### src/rtl/doodle_physics_if.sv
`default_nettype none
// ============================================================================
// doodle_physics_if : run-time write port for the doodle_physics platform table
// Revision          : 1.0
// ============================================================================
interface doodle_physics_if #(
   parameter int NUM_PLAT = 16,
   parameter int COORD_W  = 16
);
   logic                        plat_we;
   logic [$clog2(NUM_PLAT)-1:0] plat_idx;
   logic [COORD_W-1:0]          plat_x;
   logic [COORD_W-1:0]          plat_y;
   logic                        plat_valid;

   modport master (output plat_we, plat_idx, plat_x, plat_y, plat_valid);
   modport slave  (input  plat_we, plat_idx, plat_x, plat_y, plat_valid);
endinterface
`default_nettype wire

### src/rtl/doodle_physics.sv
`default_nettype none
// ============================================================================
// doodle_physics : doodle jump cycle, scroll/score keeping and platform scanner
// Revision       : 1.0
// ============================================================================
module doodle_physics #(
   parameter int NUM_PLAT    = 16,
   parameter int COORD_W     = 16,
   parameter int JUMP_HEIGHT = 120,
   parameter int START_Y     = 400,
   parameter int V_MIDDLE    = 275,
   parameter int FLOOR_Y     = 515,
   parameter int DOODLE_R    = 13,
   parameter int PLAT_RW     = 32,
   parameter int PLAT_RH     = 7
) (
   input  logic                        Clk,
   input  logic                        Reset,
   input  logic                        Start,
   input  logic                        Ack,
   input  logic                        frame_tick,
   input  logic [3:0]                  speed,
   input  logic [COORD_W-1:0]          doodle_x,
   doodle_physics_if.slave             tbl,
   output logic                        q_I,
   output logic                        q_Up,
   output logic                        q_Down,
   output logic                        q_Done,
   output logic [COORD_W-1:0]          doodle_y,
   output logic [COORD_W-1:0]          scroll,
   output logic [COORD_W-1:0]          score,
   output logic                        is_in_middle,
   output logic                        busy,
   output logic [$clog2(NUM_PLAT)-1:0] hit_idx
);
   localparam int IDX_W = $clog2(NUM_PLAT);
   localparam int XW    = COORD_W + 2;

   localparam logic [COORD_W-1:0]   c_start_y  = COORD_W'(START_Y);
   localparam logic [COORD_W-1:0]   c_v_middle = COORD_W'(V_MIDDLE);
   localparam logic [COORD_W-1:0]   c_jump     = COORD_W'(JUMP_HEIGHT);
   localparam logic signed [XW-1:0] c_floor    = XW'(FLOOR_Y);
   localparam logic signed [XW-1:0] c_r        = XW'(DOODLE_R);
   localparam logic signed [XW-1:0] c_reach    = XW'(DOODLE_R + PLAT_RW);
   localparam logic signed [XW-1:0] c_rh       = XW'(PLAT_RH);
   localparam logic [IDX_W-1:0]     c_last_idx = IDX_W'(NUM_PLAT - 1);
   localparam logic [IDX_W-1:0]     c_idx_one  = IDX_W'(1);

   typedef enum logic [3:0] {
      S_I    = 4'b0001,
      S_UP   = 4'b0010,
      S_DOWN = 4'b0100,
      S_DONE = 4'b1000
   } state_t;

   state_t               state_q;
   logic [COORD_W-1:0]   doodle_y_q, scroll_q, score_q, up_count_q;
   logic                 mid_q, busy_q;
   logic [IDX_W-1:0]     scan_idx_q, hit_idx_q;
   logic [NUM_PLAT-1:0]  valid_q;
   logic [COORD_W-1:0]   plat_x_q [NUM_PLAT];
   logic [COORD_W-1:0]   plat_y_q [NUM_PLAT];

   logic [COORD_W-1:0]   w_spd;
   logic [COORD_W-1:0]   up_count_d, y_down_d, score_d, scroll_d;
   logic [COORD_W:0]     w_score_sum, w_scroll_sum;
   logic signed [XW-1:0] w_dx, w_top, w_feet, w_feet_down;
   logic                 w_hit, w_falls;

   assign w_spd        = COORD_W'(speed);
   assign up_count_d   = up_count_q + w_spd;
   assign y_down_d     = doodle_y_q + w_spd;
   assign w_score_sum  = {1'b0, score_q} + {1'b0, w_spd};
   assign w_scroll_sum = {1'b0, scroll_q} + {1'b0, w_spd};
   assign score_d      = w_score_sum[COORD_W]  ? '1 : w_score_sum[COORD_W-1:0];
   assign scroll_d     = w_scroll_sum[COORD_W] ? '1 : w_scroll_sum[COORD_W-1:0];

   assign w_feet_down  = $signed({2'b00, y_down_d}) + c_r;
   assign w_falls      = w_feet_down > c_floor;

   // Platform y is a signed world coordinate; everything else is zero-extended.
   assign w_dx   = $signed({2'b00, doodle_x}) - $signed({2'b00, plat_x_q[scan_idx_q]});
   assign w_top  = $signed({{2{plat_y_q[scan_idx_q][COORD_W-1]}}, plat_y_q[scan_idx_q]})
                 + $signed({2'b00, scroll_q});
   assign w_feet = $signed({2'b00, doodle_y_q}) + c_r;
   assign w_hit  = valid_q[scan_idx_q]
                 && (w_dx <= c_reach) && (w_dx >= -c_reach)
                 && (w_feet >= w_top - c_rh) && (w_feet <= w_top + c_rh);

   always_ff @(posedge Clk) begin
      if (tbl.plat_we) begin
         plat_x_q[tbl.plat_idx] <= tbl.plat_x;
         plat_y_q[tbl.plat_idx] <= tbl.plat_y;
      end
   end

   always_ff @(posedge Clk or posedge Reset) begin
      if (Reset) begin
         valid_q <= '0;
      end else if (tbl.plat_we) begin
         valid_q[tbl.plat_idx] <= tbl.plat_valid;
      end
   end

   always_ff @(posedge Clk or posedge Reset) begin
      if (Reset) begin
         state_q    <= S_I;
         doodle_y_q <= c_start_y;
         scroll_q   <= '0;
         score_q    <= '0;
         up_count_q <= '0;
         mid_q      <= 1'b0;
         busy_q     <= 1'b0;
         scan_idx_q <= '0;
         hit_idx_q  <= '0;
      end else begin
         unique case (state_q)
            S_I: begin
               if (Start) begin
                  state_q    <= S_UP;
                  up_count_q <= '0;
               end
            end
            S_UP: begin
               if (frame_tick) begin
                  score_q <= score_d;
                  if (doodle_y_q <= c_v_middle) begin
                     scroll_q <= scroll_d;
                     mid_q    <= 1'b1;
                  end else begin
                     doodle_y_q <= doodle_y_q - w_spd;
                     mid_q      <= 1'b0;
                  end
                  if (up_count_d >= c_jump) begin
                     state_q    <= S_DOWN;
                     up_count_q <= '0;
                  end else begin
                     up_count_q <= up_count_d;
                  end
               end
            end
            S_DOWN: begin
               // Ticks arriving mid-scan are dropped rather than queued.
               if (busy_q) begin
                  if (w_hit) begin
                     state_q    <= S_UP;
                     hit_idx_q  <= scan_idx_q;
                     busy_q     <= 1'b0;
                     up_count_q <= '0;
                  end else if (scan_idx_q == c_last_idx) begin
                     busy_q <= 1'b0;
                  end else begin
                     scan_idx_q <= scan_idx_q + c_idx_one;
                  end
               end else if (frame_tick) begin
                  doodle_y_q <= y_down_d;
                  if (w_falls) begin
                     state_q <= S_DONE;
                  end else begin
                     busy_q     <= 1'b1;
                     scan_idx_q <= '0;
                  end
               end
            end
            S_DONE: begin
               if (Ack) begin
                  state_q    <= S_I;
                  doodle_y_q <= c_start_y;
                  scroll_q   <= '0;
                  score_q    <= '0;
                  mid_q      <= 1'b0;
               end
            end
            default: state_q <= S_I;
         endcase
      end
   end

   assign q_I          = (state_q == S_I);
   assign q_Up         = (state_q == S_UP);
   assign q_Down       = (state_q == S_DOWN);
   assign q_Done       = (state_q == S_DONE);
   assign doodle_y     = doodle_y_q;
   assign scroll       = scroll_q;
   assign score        = score_q;
   assign is_in_middle = mid_q;
   assign busy         = busy_q;
   assign hit_idx      = hit_idx_q;
endmodule
`default_nettype wire

### src/flat_wrapper.sv
// flat-port wrapper written by rule: the top's interface ports become plain ports
module doodle_physics_flat 
#(
   parameter int NUM_PLAT    = 16,
   parameter int COORD_W     = 16,
   parameter int JUMP_HEIGHT = 120,
   parameter int START_Y     = 400,
   parameter int V_MIDDLE    = 275,
   parameter int FLOOR_Y     = 515,
   parameter int DOODLE_R    = 13,
   parameter int PLAT_RW     = 32,
   parameter int PLAT_RH     = 7
)
  (Clk, Reset, Start, Ack, frame_tick, speed, doodle_x, q_I, q_Up, q_Down, q_Done, doodle_y, scroll, score, is_in_middle, busy, hit_idx, tbl_plat_we, tbl_plat_idx, tbl_plat_x, tbl_plat_y, tbl_plat_valid);
  doodle_physics_if #(.NUM_PLAT(NUM_PLAT), .COORD_W(COORD_W)) tbl_i ();
  input  logic Clk;
  input  logic Reset;
  input  logic Start;
  input  logic Ack;
  input  logic frame_tick;
  input  logic [3:0] speed;
  input  logic [COORD_W-1:0] doodle_x;
  output logic q_I;
  output logic q_Up;
  output logic q_Down;
  output logic q_Done;
  output logic [COORD_W-1:0] doodle_y;
  output logic [COORD_W-1:0] scroll;
  output logic [COORD_W-1:0] score;
  output logic is_in_middle;
  output logic busy;
  output logic [$clog2(NUM_PLAT)-1:0] hit_idx;
  input wire logic [$bits(tbl_i.plat_we)-1:0] tbl_plat_we;
  input wire logic [$bits(tbl_i.plat_idx)-1:0] tbl_plat_idx;
  input wire logic [$bits(tbl_i.plat_x)-1:0] tbl_plat_x;
  input wire logic [$bits(tbl_i.plat_y)-1:0] tbl_plat_y;
  input wire logic [$bits(tbl_i.plat_valid)-1:0] tbl_plat_valid;
  assign tbl_i.plat_we = tbl_plat_we;
  assign tbl_i.plat_idx = tbl_plat_idx;
  assign tbl_i.plat_x = tbl_plat_x;
  assign tbl_i.plat_y = tbl_plat_y;
  assign tbl_i.plat_valid = tbl_plat_valid;
  doodle_physics #(.NUM_PLAT(NUM_PLAT), .COORD_W(COORD_W), .JUMP_HEIGHT(JUMP_HEIGHT), .START_Y(START_Y), .V_MIDDLE(V_MIDDLE), .FLOOR_Y(FLOOR_Y), .DOODLE_R(DOODLE_R), .PLAT_RW(PLAT_RW), .PLAT_RH(PLAT_RH)) u_core (.Clk(Clk), .Reset(Reset), .Start(Start), .Ack(Ack), .frame_tick(frame_tick), .speed(speed), .doodle_x(doodle_x), .tbl(tbl_i), .q_I(q_I), .q_Up(q_Up), .q_Down(q_Down), .q_Done(q_Done), .doodle_y(doodle_y), .scroll(scroll), .score(score), .is_in_middle(is_in_middle), .busy(busy), .hit_idx(hit_idx));
endmodule
### config.mk
export PLATFORM = sky130hd
export DESIGN_NAME = doodle_physics_flat
export DESIGN_NICKNAME = d
export VERILOG_FILES = /design/src/rtl/doodle_physics_if.sv /design/src/rtl/doodle_physics.sv /design/src/flat_wrapper.sv
export SDC_FILE = /design/constraint.sdc
export NUM_CORES = 1
export LEC_CHECK = 0
export BUFFER_PORTS_ARGS = -buffer_cell sky130_fd_sc_hd__buf_2
export CELL_PAD_IN_SITES_DETAIL_PLACEMENT = 2
export CELL_PAD_IN_SITES_GLOBAL_PLACEMENT = 2
export CORE_MARGIN = 2
export CORE_UTILIZATION = 48
export DETAILED_ROUTE_END_ITERATION = 8
export GPL_TIMING_DRIVEN = 1
export PLACE_DENSITY_LB_ADDON = 0.1
export SYNTH_ARGS = -nofsm -noshare
export SYNTH_HDL_FRONTEND = slang
export SYNTH_SLANG_ARGS = --single-unit
### constraint.sdc
create_clock -name Clk -period 14.6 [get_ports Clk]
set_clock_uncertainty 0.15 [all_clocks]
set_input_delay 2.19 -clock Clk [delete_from_list [all_inputs] [get_ports Clk]]
set_output_delay 2.19 -clock Clk [all_outputs]
set_load 0.03 [all_outputs]
; ---- Yosys cells after proc, flatten, opt, wreduce, memory -nomap -nowiden
; Memories as Yosys holds them, arrays and structs flattened.
; Cells that the tools add are included.
[totals]
reg_bits = 94
latch_bits = 0
mem_bits_rw = 512
romBits = 0
inputBits = 63
out_inout_bits = 58
memories = 2
[memory_table]
columns = memory, words, word_bits, read_ports, rd_ports_with_merged_regs, write_ports, line
row1 = u_core.plat_x_q, 16, 16, 1, 0, 1, doodle_physics.sv:61  ; logic [COORD_W-1:0] plat_x_q [NUM_PLAT];
row2 = u_core.plat_y_q, 16, 16, 1, 0, 1, doodle_physics.sv:62  ; logic [COORD_W-1:0] plat_y_q [NUM_PLAT];
[classes]
add_sub_neg = 12
multipliers = 0
n_div = 0
n_lt_le_gt_ge = 10
n_eq_ne = 21
n_shift = 0
mux = 50
bitwise_logic = 0
reduce_logical = 16
[ops]
columns = op, count
row1 = 16-bit two-way mux, 16
row2 = 16-bit case mux with 3 select lines, 2
row3 = 16-bit case mux with 2 select lines, 2
row4 = 4-bit two-way mux, 13
row5 = 16-bit by 4-bit adder with 17-bit output, 2
row6 = "16-bit by 4-bit adder with 17-bit output, second input constant", 2
row7 = 16-bit by 4-bit adder with 16-bit output, 2
row8 = 16-bit by 17-bit adder with 18-bit output, 1
row9 = "18-bit by 4-bit adder with 18-bit output, second input constant", 1
row10 = 18-bit >= comparator, 1
row11 = "18-bit by 7-bit >= comparator with 1-bit output, second input constant", 1
row12 = "18-bit by 11-bit greater-than comparator with 1-bit output, second input constant", 1
row13 = 18-bit less-or-equal comparator, 1
row14 = "18-bit by 7-bit less-or-equal comparator with 1-bit output, second input constant", 1
row15 = "18-bit by 4-bit subtractor with 18-bit output, second input constant", 1
row16 = 16-bit by 16-bit subtractor with 17-bit output, 1
row17 = 16-bit bitwise mux, 1
row18 = "16-bit by 7-bit >= comparator with 1-bit output, second input constant", 1
row19 = "16-bit by 9-bit less-or-equal comparator with 1-bit output, second input constant", 1
row20 = "2-bit != test, second input constant", 8
row21 = 4-bit case mux with 4 select lines, 1
row22 = 16-bit by 4-bit subtractor with 16-bit output, 1
row23 = 1-bit two-way mux, 12
row24 = "4-bit by 5-bit < comparator with 1-bit output, second input constant", 2
row25 = 21 further kinds, 34

; ---- Logic depth before layout (Yosys ltp)
; Gate-level depths: netlist (run 1).
; An unclocked memory read counts as a cell.
[depth]
word_depth = 10
depth_mapped = 31
depth_no_buf = 26

; ---- Worst setup path before layout (run 1)
; No wires, ideal clock.
[synth_timing]
path_kind = reg-to-reg
from = reg u_core.scan_idx_q[0]
to = reg u_core.up_count_q[0]
setup_time_ns = 0.125
t_arrival_ns = 6.797
t_required_ns = 14.325
slack_ns = 7.528
path_stages_with_launch = 31
n_path_buf = 5
period_less_slack_ns = 7.072
path_cell_list = dfrtp_1 > buf_4 > buf_1 > buf_1 > clkbuf_1 > mux2i_1 > a221oi_1 > o21ai_0 > nand2_1 > ha_1 > inv_1 > fa_1 > nand2b_1 > a21o_1 > a21boi_1 > nor3_1 > or3_4 > nand2b_1 > nor4_1 > xnor2_1 > ha_1 > nand3_1 > nor4_1 > and3_1 > o21ai_0 > a211o_1 > a2bb2o_2 > nand4_4 > a21oi_4 > buf_6 > mux2_4
[synth_via]
elab_chain_cells = 9
word_cells_on_any_way = 18
[synth_lines]
columns = item, line
row1 = from (decl), doodle_physics.sv:59  ; logic [IDX_W-1:0] scan_idx_q, hit_idx_q;
row2 = from (signal assigned), doodle_physics.sv:153  ; scan_idx_q <= scan_idx_q + c_idx_one;
row3 = "parallel branches: the longest is 6 deep, another holds 16-bit by 17-bit adder with 18-bit output", --
row4 = 1-bit logical AND *, doodle_physics.sv:88  ; && (w_feet >= w_top - c_rh) && (w_feet <= w_top + c_rh);
row5 = 2-bit by 1-bit != test with 1-bit output (no source line) *, --
row6 = 5-bit AND reduction (no source line) *, --
row7 = to (signal assigned), doodle_physics.sv:138  ; up_count_q <= up_count_d;
row8 = to (decl), doodle_physics.sv:57  ; logic [COORD_W-1:0] doodle_y_q, scroll_q, score_q, up_count_q;
; Every way passes the cells marked *. The select of a mux whose other input is x is not followed.
; A chain may end at the register's enable or synchronous reset.

; ---- Worst setup path after layout (run 1)
[layout_timing]
from = reg u_core.scan_idx_q[0]
to = reg u_core.up_count_q[2]
; Same word-level chain as after synthesis.

==> impl_metrics.sql, run 1 <==
INSERT INTO impl_metrics (metric_group, metric, value, unit) VALUES
('cells_and_area', 'share_of_post_route_cells_with_drive_strength_above_1', '0.168', ''),
('logic_synthesis', 'postSynth.topFlopCell', 'edfxtp_1', ''),
('clock_tree', 'clk_path_buf_depth', '3', ''),
('logic_synthesis', 'synth_simple_gate_area_frac', '0.0794', ''),
('sta', 'worst_pin_slew', '1.04', 'ns'),
('clock_tree', 'path_clk_slew', '0.06', 'ns'),
('logic_synthesis', 'synth_cell_type_count', '93', ''),
('route', 'post_drt_wl_per_cell', '34.6', 'µm'),
('logic_synthesis', 'ys_seq_elements', '606', ''),
('worst_setup_path', 'setup.worst_path.class', 'reg2reg', ''),
('worst_setup_path', 'crit_path_start_kind', 'register', ''),
('global_routing', 'grtUsageTotal', '0.340', ''),
('route', 'post_detailed_routing_wire_length', '106', 'mm'),
('run_status', 'status', 'finished, final reports clean', ''),
('logic_synthesis', 'ys.warnings.count', '0', ''),
('clock_tree', 'clkLatencyLatePin', '0.64', 'ns'),
('global_routing', 'largest_net_degree_at_the_start_of_global_routing', '65', ''),
('sta', 'finalMaxSlewViolations', '0', ''),
('worst_setup_path', 'crit_path_max_fanout', '43', ''),
('placed_design', 'post-dp-hpwl', '62.6', 'mm'),
('cells_and_area', 'nets', '2400', ''),
('die', 'ioPinCount', '121', ''),
('worst_setup_path', 'critPathArrivalTime', '9.58', 'ns'),
('global_routing', 'grt_remaining_overflow', '0', ''),
('clock_tree', 'root_buffer', 'clkbuf_16', ''),
('route', 'viasPerCell', '6.70', ''),
('global_routing', 'number_of_global_route_vias_before_repair', '22400', ''),
('route', 'antenna_left', '0', ''),
('die', 'chipWidth', '251', 'µm'),
('sta', 'fin_hold_ws', '0.329', 'ns'),
('sta', 'grt_setup_unrepaired', 'no', ''),
('clock_tree', 'postCtsSetupBuffers', '0', ''),
('power_and_ir_drop', 'power.leakage', '12.0', 'nW'),
('logic_synthesis', 'synthArstFlopShare', '0.155', ''),
('sta', 'timing.final.crit_period', '9.21', 'ns'),
('run', 'max-cap-violations', '0', ''),
('clock_tree', 'numCtsBuffers', '67', ''),
('route', 'detailedRoute.firstIterationViolations', '1807', ''),
('route', 'via_count', '20600', ''),
('global_routing', 'grt_pass1_wl', '157', 'mm'),
('worst_setup_path', 'timing.critical_path.required', '14.97', 'ns'),
('logic_synthesis', 'cell_taking_the_most_area_after_synthesis', 'edfxtp_1', ''),
('clock_tree', 'clock_sink_count', '606', ''),
('die', 'die_area', '63000', 'µm²'),
('logic_synthesis', 'mappedNetlistNets', '2273', ''),
('clock_tree', 'cts_tree', 'yes', ''),
('die', 'core', '60400', 'µm²'),
('clock_tree', 'htree_levels', '3', ''),
('route', 'remaining_drc_errors', '0', ''),
('sta', 'timing.final.hold_violations', '0', ''),
('logic_synthesis', 'synth_top_family_by_area', 'compound AO/OA/AOI/OAI gates', ''),
('sta', 'post-route-period-util', '0.631', ''),
('sta', 'setup-violations-final', '0', ''),
('sta', 'setup_tns', '0', 'ns'),
('worst_hold_path', 'min-delay-path-class', 'reg2reg', ''),
('logic_synthesis', 'share_of_synthesized_area_occupied_by_flip_flops_and_latches', '0.605', ''),
('logic_synthesis', 'post_synth_inst_count', '2111', ''),
('logic_synthesis', 'syn_avg_cell_area', '13.9', 'µm²'),
('route', 'detailedRoute.firstPassIterationCount', '5', ''),
('placed_design', 'numPortBuffers', '120', ''),
('logic_synthesis', 'syn-cell-area', '29300', 'µm²'),
('logic_synthesis', 'synthTopCellsByArea', 'edfxtp_1 52%, dfrtp_1 7.7%, mux4_2 5.3%, mux2i_1 4.4%, ha_1 3.9%', ''),
('placed_design', 'placed_cells_incl_taps', '2951', ''),
('logic_synthesis', 'synth-edff-count', '512', ''),
('sta', 'timing.max_slew.rel_slack', '0.308', ''),
('logic_synthesis', 'post_synthesis_mux_area_share', '0.107', ''),
('die', 'starting_density_of_the_core', '0.485', ''),
('die', 'die_h', '251', 'µm'),
('sta', 'fmax', '109', 'MHz'),
('clock_tree', 'hold_buffers', '0', ''),
('clock_tree', 'postCtsResizedCells', '0', ''),
('power_and_ir_drop', 'ir_worst_vdd', '132', 'µV'),
('global_routing', 'antenna_found_initial', '6', ''),
('logic_synthesis', 'synth_fa_ha_area_frac', '0.0441', ''),
('placed_design', 'place.gp.congestion', '0.838', ''),
('die', 'rows', '90', ''),
('logic_synthesis', 'synth-compound-area-share', '0.118', ''),
('worst_setup_path', 'worst_setup_path_end_kind', 'register', ''),
('logic_synthesis', 'yosysTopAreaCellShare', '0.525', ''),
('cells_and_area', 'layout.cells.non_filler', '3072', ''),
('cells_and_area', 'relative_area_change_from_synthesis_to_final_layout', '12.6', '%'),
('power_and_ir_drop', 'p_per_area', '243', 'nW/µm²'),
('logic_synthesis', 'synth_xor_xnor_area_share', '0.0263', '');
cell type report:
type / instances / area, µm²
sequential: 606 / 17700
timing repair buffer: 152 / 841
fill: 5420 / 27400
antenna: 3 / 7.51
clock inverter: 28 / 315
tap: 782 / 978
clock buffer: 90 / 1780
inverter: 51 / 194
multi-input combinational: 1360 / 11100
synthesized netlist by cell type, drive strengths merged (23+ instances only):
cell and instances:
clkbuf 63, buf 31, mux2i 130, mux2 24
o21ai 111, a21o 30, a21oi 95, edfxtp 512
nand3 44, xnor2 58, nor2 107, and3 23
inv 49, mux4 69, nand2 107, dfrtp 90
nor2b 30, xor2 29, o21a 26, ha 92
nor3 38, a221oi 84
layout by cell type (no fill, tap or decap), drive strengths merged, types with 58 or more instances in the layout:
cell / n
edfxtp: 512
ha: 92
nand2: 107
xnor2: 58
dfrtp: 90
a21oi: 95
a221oi: 84
o21ai: 111
clkbuf: 90
mux2i: 130
buf: 152
mux4: 69
nor2: 107
metrics by stage:
step / area [µm²] / worst slack, ns / power, mW / util
after floorplan: 29300 / 7.53 / 4.89 / -
after global placement: 30900 / 6.24 / 5.87 / 0.511
after detailed placement: 30900 / 5.76 / 6.17 / 0.511
after CTS: 33000 / 5.50 / 7.98 / 0.546
after global routing: 33000 / 4.74 / 8.38 / 0.546
final: 33000 / 5.39 / 8.00 / 0.546
registers in the layout, summed over array words and instances (netlist names):
register             count
u_core.plat_x_q        256
u_core.plat_y_q        256
u_core.doodle_y         16
u_core.score            16
u_core.scroll           16
u_core.up_count_q       16
u_core.valid_q          16
u_core.hit_idx           4
u_core.scan_idx_q        4
u_core.state_q           4
u_core.busy              1
u_core.is_in_middle      1
worst max-delay path, stage by stage (launching register included):
cell and delay [ns]:
dfrtp_4 0.73, buf_4 0.76, buf_4 0.73, mux4_2 0.60, a22oi_1 0.22, nand2_1 0.18, ha_1 0.54, and4_1 0.35
o21ai_0 0.13, a211oi_1 0.79, nand2_1 0.25, nor3_1 0.33, nand3_1 0.20, nor2_1 0.19, xnor2_1 0.10, ha_1 0.30
nand4_1 0.19, nor4_1 0.30, and3_1 0.21, o21ai_0 0.13, a211o_1 0.24, a2bb2o_2 0.32, nand4_4 0.20, a21oi_4 0.48
mux2_2 0.40
logic make-up (layout without fill, tap and decap cells):
group | count (synthesis) | in the layout
flops | 606 | 606
other cells | 0 | 3
xor+xnor | 87 | 87
simple gates | 453 | 453
fa+ha+maj | 99 | 99
mux | 223 | 223
compound gates | 498 | 498
buf+inv | 145 | 321
where the power goes:
part / internal [mW] / switching [mW] / total [mW] / leakage [nW]
Combinational: 1.52 / 2.67 / 4.19 / 5.12
Clock: 0.910 / 0.779 / 1.69 / 0.997
Sequential: 1.97 / 0.156 / 2.12 / 5.84
Total: 4.40 / 3.60 / 8.00 / 12.0
final timing paths:
kind	from	to	slack [ns]	depth (start not counted)
worst max-delay path	u_core.scan_idx_q[0]$_DFFE_PP0P_	u_core.up_count_q[2]$_DFFE_PP0P_	5.39	24
worst min-delay path	u_core.is_in_middle$_DFFE_PP0P_	u_core.is_in_middle$_DFFE_PP0P_	0.33	1
max in group asynchronous	Reset	u_core.doodle_y[0]$_DFFE_PP0P_	11.64	3
worst min register to register	u_core.is_in_middle$_DFFE_PP0P_	u_core.is_in_middle$_DFFE_PP0P_	0.33	1
worst max register to register	u_core.scan_idx_q[0]$_DFFE_PP0P_	u_core.up_count_q[2]$_DFFE_PP0P_	5.39	24
min in group asynchronous	Reset	u_core.valid_q[10]$_DFFE_PP0P_	1.53	2
per-layer routing:
layer  wire length (µm)  global-route usage  vias to the layer above
met2              54900               0.603                      850
met4               3370               0.109                        6
met3               6240              0.0532                      220
met5                 38                   0                        -
met1              41800               0.428                    10900
li1                   -                   -                     8577
Note: power is estimated with default switching activity, not from simulation.
==> run 2, diff against run 1 <==
--- a/config.mk
+++ b/config.mk
@@ -9,7 +9,7 @@
 export CELL_PAD_IN_SITES_DETAIL_PLACEMENT = 2
 export CELL_PAD_IN_SITES_GLOBAL_PLACEMENT = 2
 export CORE_MARGIN = 2
-export CORE_UTILIZATION = 48
+export CORE_UTILIZATION = 41
 export DETAILED_ROUTE_END_ITERATION = 8
 export GPL_TIMING_DRIVEN = 1
 export PLACE_DENSITY_LB_ADDON = 0.1
==> constraint.sdc (replaced) <==
create_clock -name Clk -period 7.65 [get_ports Clk]
set_clock_uncertainty 0.15 [all_clocks]
set_input_delay 1.1475 -clock Clk [delete_from_list [all_inputs] [get_ports Clk]]
set_output_delay 1.1475 -clock Clk [all_outputs]
set_load 0.03 [all_outputs]
==> run 2 against run 1 <==
  * Setup slack worse by 4.9 ns
  * Critical endpoint is now u_core.up_count_q[1]$_DFFE_PP0P_
  * Largest cell class unchanged
  * Maximum frequency rose by 29%
  * Final cell count up 6.4%
  * Via count fell by 4.9%
  * Clock-buffer cell count increased by 5
==> impl_metrics.sql, run 2 (synthesis results as in run 1) <==
INSERT INTO impl_metrics (metric_group, metric, value, unit) VALUES
('run_status', 'status', 'finished, final reports clean', ''),
('sta', 'post-route-period-util', '0.936', ''),
('clock_tree', 'clk_path_buf_depth', '3', ''),
('cells_and_area', 'share_of_post_route_cells_with_drive_strength_above_1', '0.179', ''),
('cells_and_area', 'layout_common_cells', '512 x edfxtp_1, 129 x mux2i_1, 120 x buf_2', ''),
('route', 'detailedRoute.firstIterationViolations', '1320', ''),
('placed_design', 'placement.cell_area', '31300', 'µm²'),
('die', 'die_area', '73600', 'µm²'),
('power_and_ir_drop', 'fraction_of_power_spent_switching_nets', '0.421', ''),
('cells_and_area', 'area_occupied_by_multi_input_gates', '11100', 'µm²'),
('worst_setup_path', 'crit_path_start_kind', 'register', ''),
('power_and_ir_drop', 'ir_worst_vdd', '269', 'µV'),
('die', 'starting_density_of_the_core', '0.412', ''),
('global_routing', 'grt_remaining_overflow', '0', ''),
('route', 'post_drt_wl_per_cell', '29.4', 'µm'),
('global_routing', 'grt_pass1_wl', '144', 'mm'),
('global_routing', 'largest_net_degree_at_the_start_of_global_routing', '56', ''),
('worst_hold_path', 'min-delay-path-class', 'reg2reg', ''),
('sta', 'setup-violations-final', '0', ''),
('global_routing', 'globalRouteMet3Util', '0.0310', ''),
('clock_tree', 'path_clk_slew', '0.06', 'ns'),
('power_and_ir_drop', 'p_int', '8.79', 'mW'),
('clock_tree', 'clkLatencyLatePin', '0.63', 'ns'),
('placed_design', 'numPortBuffers', '120', ''),
('power_and_ir_drop', 'p_per_area', '451', 'nW/µm²'),
('die', 'chipWidth', '271', 'µm'),
('sta', 'fmax', '140', 'MHz'),
('worst_setup_path', 'critPathArrivalTime', '7.50', 'ns'),
('cells_and_area', 'final_common_cell', 'edfxtp_1', ''),
('sta', 'timing.max_slew.rel_slack', '0.216', ''),
('cells_and_area', 'fin_area', '33600', 'µm²'),
('power_and_ir_drop', 'clockPowerShare', '0.222', ''),
('sta', 'worst_pin_slew', '1.17', 'ns'),
('cells_and_area', 'num-fill-cells', '6825', ''),
('clock_tree', 'cts_tree', 'yes', ''),
('global_routing', 'grt_util_met2', '0.480', ''),
('worst_hold_path', 'hold-path-endpoint', 'u_core.is_in_middle$_DFFE_PP0P_', ''),
('sta', 'timing.final.crit_period', '7.16', 'ns'),
('power_and_ir_drop', 'power.leakage', '12.2', 'nW'),
('cells_and_area', 'relative_area_change_from_synthesis_to_final_layout', '14.8', '%'),
('sta', 'finalMaxSlewViolations', '0', ''),
('worst_setup_path', 'worstReg2RegEnd', 'u_core.up_count_q[1]$_DFFE_PP0P_', ''),
('die', 'rows', '98', ''),
('worst_hold_path', 'min_from', 'u_core.is_in_middle$_DFFE_PP0P_', ''),
('placed_design', 'post-dp-hpwl', '60.7', 'mm'),
('power_and_ir_drop', 'power.net_switching', '6.39', 'mW'),
('power_and_ir_drop', 'power.share.combinational', '0.513', ''),
('sta', 'timing.final.hold_violations', '0', ''),
('worst_hold_path', 'hold_path_depth', '1', ''),
('sta', 'layout_setup_ws', '0.492', 'ns'),
('clock_tree', 'hold_buffers', '0', ''),
('placed_design', 'place.gp.congestion', '0.832', ''),
('die', 'ioPinCount', '121', ''),
('cells_and_area', 'regArea', '17700', 'µm²'),
('sta', 'grt_setup_unrepaired', 'no', ''),
('power_and_ir_drop', 'share_seq_of_total_power', '0.265', ''),
('global_routing', 'number_of_global_route_vias_before_repair', '21800', ''),
('power_and_ir_drop', 'power', '15.2', 'mW'),
('global_routing', 'use_met1', '0.324', ''),
('global_routing', 'grt-busiest-layer', 'met2', ''),
('run', 'max-cap-violations', '0', ''),
('sta', 'fin_hold_ws', '0.338', 'ns'),
('clock_tree', 'clock_sink_count', '606', ''),
('route', 'via_count', '19600', ''),
('clock_tree', 'htree_levels', '3', ''),
('clock_tree', 'root_buffer', 'clkbuf_16', ''),
('route', 'viasPerCell', '5.99', ''),
('route', 'antenna_left', '0', ''),
('clock_tree', 'numCtsBuffers', '69', ''),
('worst_setup_path', 'r2r_start', 'u_core.scan_idx_q[0]$_DFFE_PP0P_', ''),
('cells_and_area', 'nets', '2423', ''),
('placed_design', 'preCtsSetupSlack', '0.179', 'ns'),
('die', 'die_h', '271', 'µm'),
('global_routing', 'antenna_found_initial', '2', ''),
('worst_setup_path', 'regToRegSetupSlack', '0.49', 'ns'),
('worst_setup_path', 'timing.critical_path.required', '7.99', 'ns'),
('route', 'post_detailed_routing_wire_length', '96.1', 'mm'),
('die', 'core', '71100', 'µm²'),
('worst_setup_path', 'setup.worst_path.class', 'reg2reg', ''),
('route', 'remaining_drc_errors', '0', ''),
('worst_setup_path', 'worst_setup_path_end_kind', 'register', ''),
('worst_setup_path', 'crit_path_max_fanout', '51', ''),
('worst_setup_path', 'ff2ff_path_depth', '24', ''),
('global_routing', 'grtUsageTotal', '0.262', ''),
('sta', 'setup_tns', '0', 'ns'),
('cells_and_area', 'largestRegisters', 'u_core.plat_x_q (256), u_core.plat_y_q (256)', ''),
('route', 'detailedRoute.firstPassIterationCount', '5', '');
[run 2: layout make-up]
cell class                 instances  area share
antenna                            2    0.000149
multi-input combinational       1360       0.331
timing repair buffer             173      0.0321
inverter                          51     0.00576
sequential                       606       0.527
clock inverter                    31      0.0131
tap                              950      0.0353
clock buffer                      95      0.0548
[run 2: how the worst max path moves through the flow]
| stage | startpoint | end | slack, ns | depth (start not counted) |
|---|---|---|---|---|
| after CTS | u_core.scan_idx_q[0]$_DFFE_PP0P_ | u_core.scan_idx_q[1]$_DFFE_PP0P_ | 0.02 | 24 |
| after global routing | u_core.scan_idx_q[0]$_DFFE_PP0P_ | u_core.scan_idx_q[1]$_DFFE_PP0P_ | 0.008 | 24 |
| final | u_core.scan_idx_q[0]$_DFFE_PP0P_ | u_core.up_count_q[1]$_DFFE_PP0P_ | 0.49 | 24 |
| after global placement | u_core.scan_idx_q[0]$_DFFE_PP0P_ | u_core.scan_idx_q[1]$_DFFE_PP0P_ | 0.44 | 25 |
| after detailed placement | u_core.scan_idx_q[0]$_DFFE_PP0P_ | u_core.scan_idx_q[1]$_DFFE_PP0P_ | 0.18 | 24 |
| after floorplan | u_core.scan_idx_q[0]$_DFFE_PP0P_ | u_core.up_count_q[0]$_DFFE_PP0P_ | 0.58 | 30 |
[run 2: worst max-delay path: stages (launching register included)]
cell and delay [ns]:
dfrtp_4 0.73, buf_16 0.39, mux2i_1 0.17, a221oi_1 0.50, o21ai_0 0.23, nand2_1 0.28
ha_1 0.38, a211oi_1 0.34, o221ai_1 0.27, inv_1 0.14, a21boi_1 0.09, or3_4 0.41
nand2b_1 0.18, nor4_1 0.32, xnor2_1 0.12, ha_1 0.31, nand3_1 0.10, nor4_1 0.19
and3_1 0.22, o21ai_0 0.12, a211o_1 0.24, a2bb2o_2 0.34, nand4_4 0.15, a21oi_4 0.27
mux2_2 0.36
[run 2: power by group through the flow]
stage | Combinational [mW] | Clock [mW] | Sequential, mW
detailed placement | 7.64 | 0 | 4.11
global placement | 7.32 | 0 | 4.09
CTS | 7.76 | 3.44 | 4.05
finish | 7.78 | 3.37 | 4.03
global route | 8.59 | 3.53 | 4.06
floorplan | 5.30 | 0 | 4.03
[run 2: through the flow]
step / utilization / std cells
4_1_cts: 0.472 / 3262
3_5_place_dp: 0.440 / 3136
5_1_grt: 0.473 / 3266
3_3_place_gp: 0.440 / 3136
2_1_floorplan: - / 2111
6_report: 0.473 / 3268
[run 2: timing repair]
action	CTS	global route
setup endpoints to repair	0	21
gates resized for setup	0	7
buffers inserted	0	4
[run 2: routing by layer]
| layer | part of all wire | wire, µm |
|---|---|---|
| met5 | 0.00014 | 13 |
| met2 | 0.53 | 50500 |
| met4 | 0.027 | 2560 |
| met3 | 0.035 | 3350 |
| met1 | 0.41 | 39700 |
==> run 3, diff against run 2 <==
--- a/config.mk
+++ b/config.mk
@@ -9,10 +9,11 @@
 export CELL_PAD_IN_SITES_DETAIL_PLACEMENT = 2
 export CELL_PAD_IN_SITES_GLOBAL_PLACEMENT = 2
 export CORE_MARGIN = 2
-export CORE_UTILIZATION = 41
+export CORE_UTILIZATION = 40
 export DETAILED_ROUTE_END_ITERATION = 8
 export GPL_TIMING_DRIVEN = 1
 export PLACE_DENSITY_LB_ADDON = 0.1
+export SLEW_MARGIN = 10
 export SYNTH_ARGS = -nofsm -noshare
 export SYNTH_HDL_FRONTEND = slang
 export SYNTH_SLANG_ARGS = --single-unit
==> constraint.sdc (replaced) <==
create_clock -name Clk -period 7.65 [get_ports Clk]
set_clock_uncertainty 0.15 [all_clocks]
set_input_delay 0.765 -clock Clk [delete_from_list [all_inputs] [get_ports Clk]]
set_output_delay 0.765 -clock Clk [all_outputs]
set_load 0.03 [all_outputs]
==> run 3 against run 2 <==
  * First-iteration DRC count shrank 6.4%
  * Register-to-register slack hardly changed
  * Final cell count rose by 0.83%
  * Wire length decreased by 0.50%
  * Hold slack got worse by 0.12 ns
  * Critical endpoint is now u_core.up_count_q[3]$_DFFE_PP0P_
  * Largest power group unchanged
==> impl_metrics.sql, run 3 (synthesis results as in run 1) <==
INSERT INTO impl_metrics (metric_group, metric, value, unit) VALUES
('cells_and_area', 'layout_common_cells', '512 x edfxtp_1, 130 x mux2i_1, 120 x buf_2', ''),
('worst_setup_path', 'timing.critical_path.required', '7.99', 'ns'),
('run', 'max-cap-violations', '0', ''),
('sta', 'grt_setup_unrepaired', 'no', ''),
('worst_setup_path', 'critical-path-slowest-cell', 'dfrtp_4', ''),
('cells_and_area', 'largestRegisters', 'u_core.plat_x_q (256), u_core.plat_y_q (256)', ''),
('cells_and_area', 'relative_area_change_from_synthesis_to_final_layout', '14.7', '%'),
('clock_tree', 'clk_path_buf_depth', '3', ''),
('die', 'ioPinCount', '121', ''),
('sta', 'setup_tns', '0', 'ns'),
('die', 'rows', '99', ''),
('route', 'post_detailed_routing_wire_length', '95.7', 'mm'),
('die', 'die_h', '275', 'µm'),
('worst_setup_path', 'crit_path_start', 'u_core.scan_idx_q[0]$_DFFE_PP0P_', ''),
('cells_and_area', 'regArea', '17700', 'µm²'),
('die', 'starting_density_of_the_core', '0.403', ''),
('route', 'detailedRoute.firstIterationViolations', '1236', ''),
('worst_setup_path', 'r2r_start', 'u_core.scan_idx_q[0]$_DFFE_PP0P_', ''),
('die', 'chipWidth', '275', 'µm'),
('sta', 'post-route-period-util', '0.936', ''),
('placed_design', 'post-dp-hpwl', '61.8', 'mm'),
('sta', 'timing.final.hold_violations', '0', ''),
('worst_setup_path', 'worst_path_dominant_cell_family', 'compound AO/OA/AOI/OAI gates', ''),
('route', 'viasPerCell', '5.94', ''),
('power_and_ir_drop', 'power.leakage', '12.2', 'nW'),
('global_routing', 'grtUsageTotal', '0.255', ''),
('worst_hold_path', 'min-delay-path-class', 'in2reg', ''),
('route', 'remaining_drc_errors', '0', ''),
('cells_and_area', 'nets', '2443', ''),
('sta', 'setup-violations-final', '0', ''),
('placed_design', 'numPortBuffers', '120', ''),
('worst_hold_path', 'min_from', 'Start', ''),
('clock_tree', 'numCtsBuffers', '69', ''),
('clock_tree', 'cts_tree', 'yes', ''),
('global_routing', 'grt_pass1_wl', '143', 'mm'),
('worst_setup_path', 'worst_setup_path_end_kind', 'register', ''),
('worst_setup_path', 'critPathBufInv', '1', ''),
('route', 'antenna_left', '0', ''),
('die', 'die_area', '75400', 'µm²'),
('worst_setup_path', 'critPathArrivalTime', '7.50', 'ns'),
('die', 'core', '72700', 'µm²'),
('global_routing', 'largest_net_degree_at_the_start_of_global_routing', '68', ''),
('cells_and_area', 'share_of_post_route_cells_with_drive_strength_above_1', '0.185', ''),
('clock_tree', 'clkLatencyLatePin', '0.61', 'ns'),
('sta', 'worst_pin_slew', '1.15', 'ns'),
('cells_and_area', 'final_common_cell', 'edfxtp_1', ''),
('run_status', 'status', 'finished, final reports clean', ''),
('sta', 'timing.max_slew.rel_slack', '0.227', ''),
('placed_design', 'place.gp.congestion', '0.836', ''),
('worst_setup_path', 'crit_path_start_kind', 'register', ''),
('route', 'detailedRoute.firstPassIterationCount', '5', ''),
('cells_and_area', 'num-fill-cells', '6994', ''),
('global_routing', 'number_of_global_route_vias_before_repair', '21700', ''),
('power_and_ir_drop', 'p_per_area', '454', 'nW/µm²'),
('global_routing', 'antenna_found_initial', '7', ''),
('worst_setup_path', 'cp_cell_sequence', 'buf_4 -> mux4_2 -> a22oi_1 -> nand2_1 -> ha_1 -> o211ai_1 -> a21oi_2 -> o21ai_0 -> nor2_1 -> nand4_1 -> nor4_2 -> xor2_1 -> ha_1 -> nand3_1 -> nor4_1 -> and3_1 -> o21ai_0 -> a211o_1 -> a2bb2o_2 -> nand4_4 -> a21oi_4 -> mux2_2', ''),
('cells_and_area', 'post-route-util', '0.462', ''),
('clock_tree', 'path_clk_slew', '0.06', 'ns'),
('sta', 'timing.final.crit_period', '7.16', 'ns'),
('sta', 'fmax', '140', 'MHz'),
('route', 'via_count', '19600', ''),
('clock_tree', 'postCtsResizedCells', '0', ''),
('power_and_ir_drop', 'ir_worst_vdd', '306', 'µV'),
('worst_setup_path', 'crit_path_max_fanout', '19', ''),
('worst_setup_path', 'setup.worst_path.class', 'reg2reg', ''),
('sta', 'finalMaxSlewViolations', '0', ''),
('clock_tree', 'htree_levels', '3', ''),
('global_routing', 'grt_remaining_overflow', '0', ''),
('cells_and_area', 'area_occupied_by_multi_input_gates', '11100', 'µm²'),
('clock_tree', 'clock_sink_count', '606', ''),
('clock_tree', 'root_buffer', 'clkbuf_16', ''),
('route', 'post_drt_wl_per_cell', '29.0', 'µm'),
('worst_setup_path', 'max_stage_delay', '0.72', 'ns');
## run 3: worst paths after layout
check / to / slack [ns] / cells after the start
hold / removal: u_core.state_q[0]$_DFFE_PP1P_ / 0.21 / 2
min in group asynchronous: u_core.up_count_q[14]$_DFFE_PP0P_ / 0.55 / 3
max in group asynchronous: u_core.scan_idx_q[0]$_DFFE_PP0P_ / 5.36 / 4
setup / recovery: u_core.up_count_q[3]$_DFFE_PP0P_ / 0.49 / 22
hold reg to reg: u_core.is_in_middle$_DFFE_PP0P_ / 0.33 / 1
setup reg to reg: u_core.up_count_q[3]$_DFFE_PP0P_ / 0.49 / 22
## run 3: report_power, final
group | total (mW) | internal (mW) | switching [mW]
logic | 7.98 | 3.11 | 4.87
clock network | 3.24 | 1.87 | 1.36
registers | 4.04 | 3.76 | 0.286
total | 15.3 | 8.74 | 6.52
## run 3: per-layer routing
metal | track usage | share of wire | vias up
met5 | 0 | 0.00030 | -
met2 | 0.471 | 0.53 | 401
met3 | 0.0294 | 0.035 | 147
li1 | - | - | 8692
met4 | 0.0767 | 0.029 | 4
met1 | 0.311 | 0.41 | 10300
## run 3: stage by stage
stage | std cells | worst slack, ns | hold slack, ns | instance area (µm²) | power (mW)
final | 3295 | 0.492 | 0.215 | 33600 | 15.3
after floorplan | 2111 | 0.578 | 0.325 | 29300 | 9.33
after detailed placement | 3167 | 0.195 | 0.324 | 31400 | 12.1
after global routing | 3294 | 0.0439 | 0.199 | 33600 | 16.3
after global placement | 3167 | 0.441 | 0.311 | 31400 | 11.7
after CTS | 3293 | 0.197 | 0.186 | 33600 | 15.4
## run 3: cell type report
type / instances / area share
diodes: 1 / 0.0000745
clock buffers: 84 / 0.0543
clock inverters: 41 / 0.0105
inverters: 51 / 0.00577
multi-input cells: 1360 / 0.331
flip-flops and latches: 606 / 0.528
well taps: 959 / 0.0357
repair buffers: 193 / 0.0346
## run 3: repair_timing
item / 4_1_cts / 5_1_grt
setup endpoints to repair: 0 / 20
hold buffers: 1 / 0
endpoints found under the hold margin: 27 / 0
setup buffers: 0 / 1
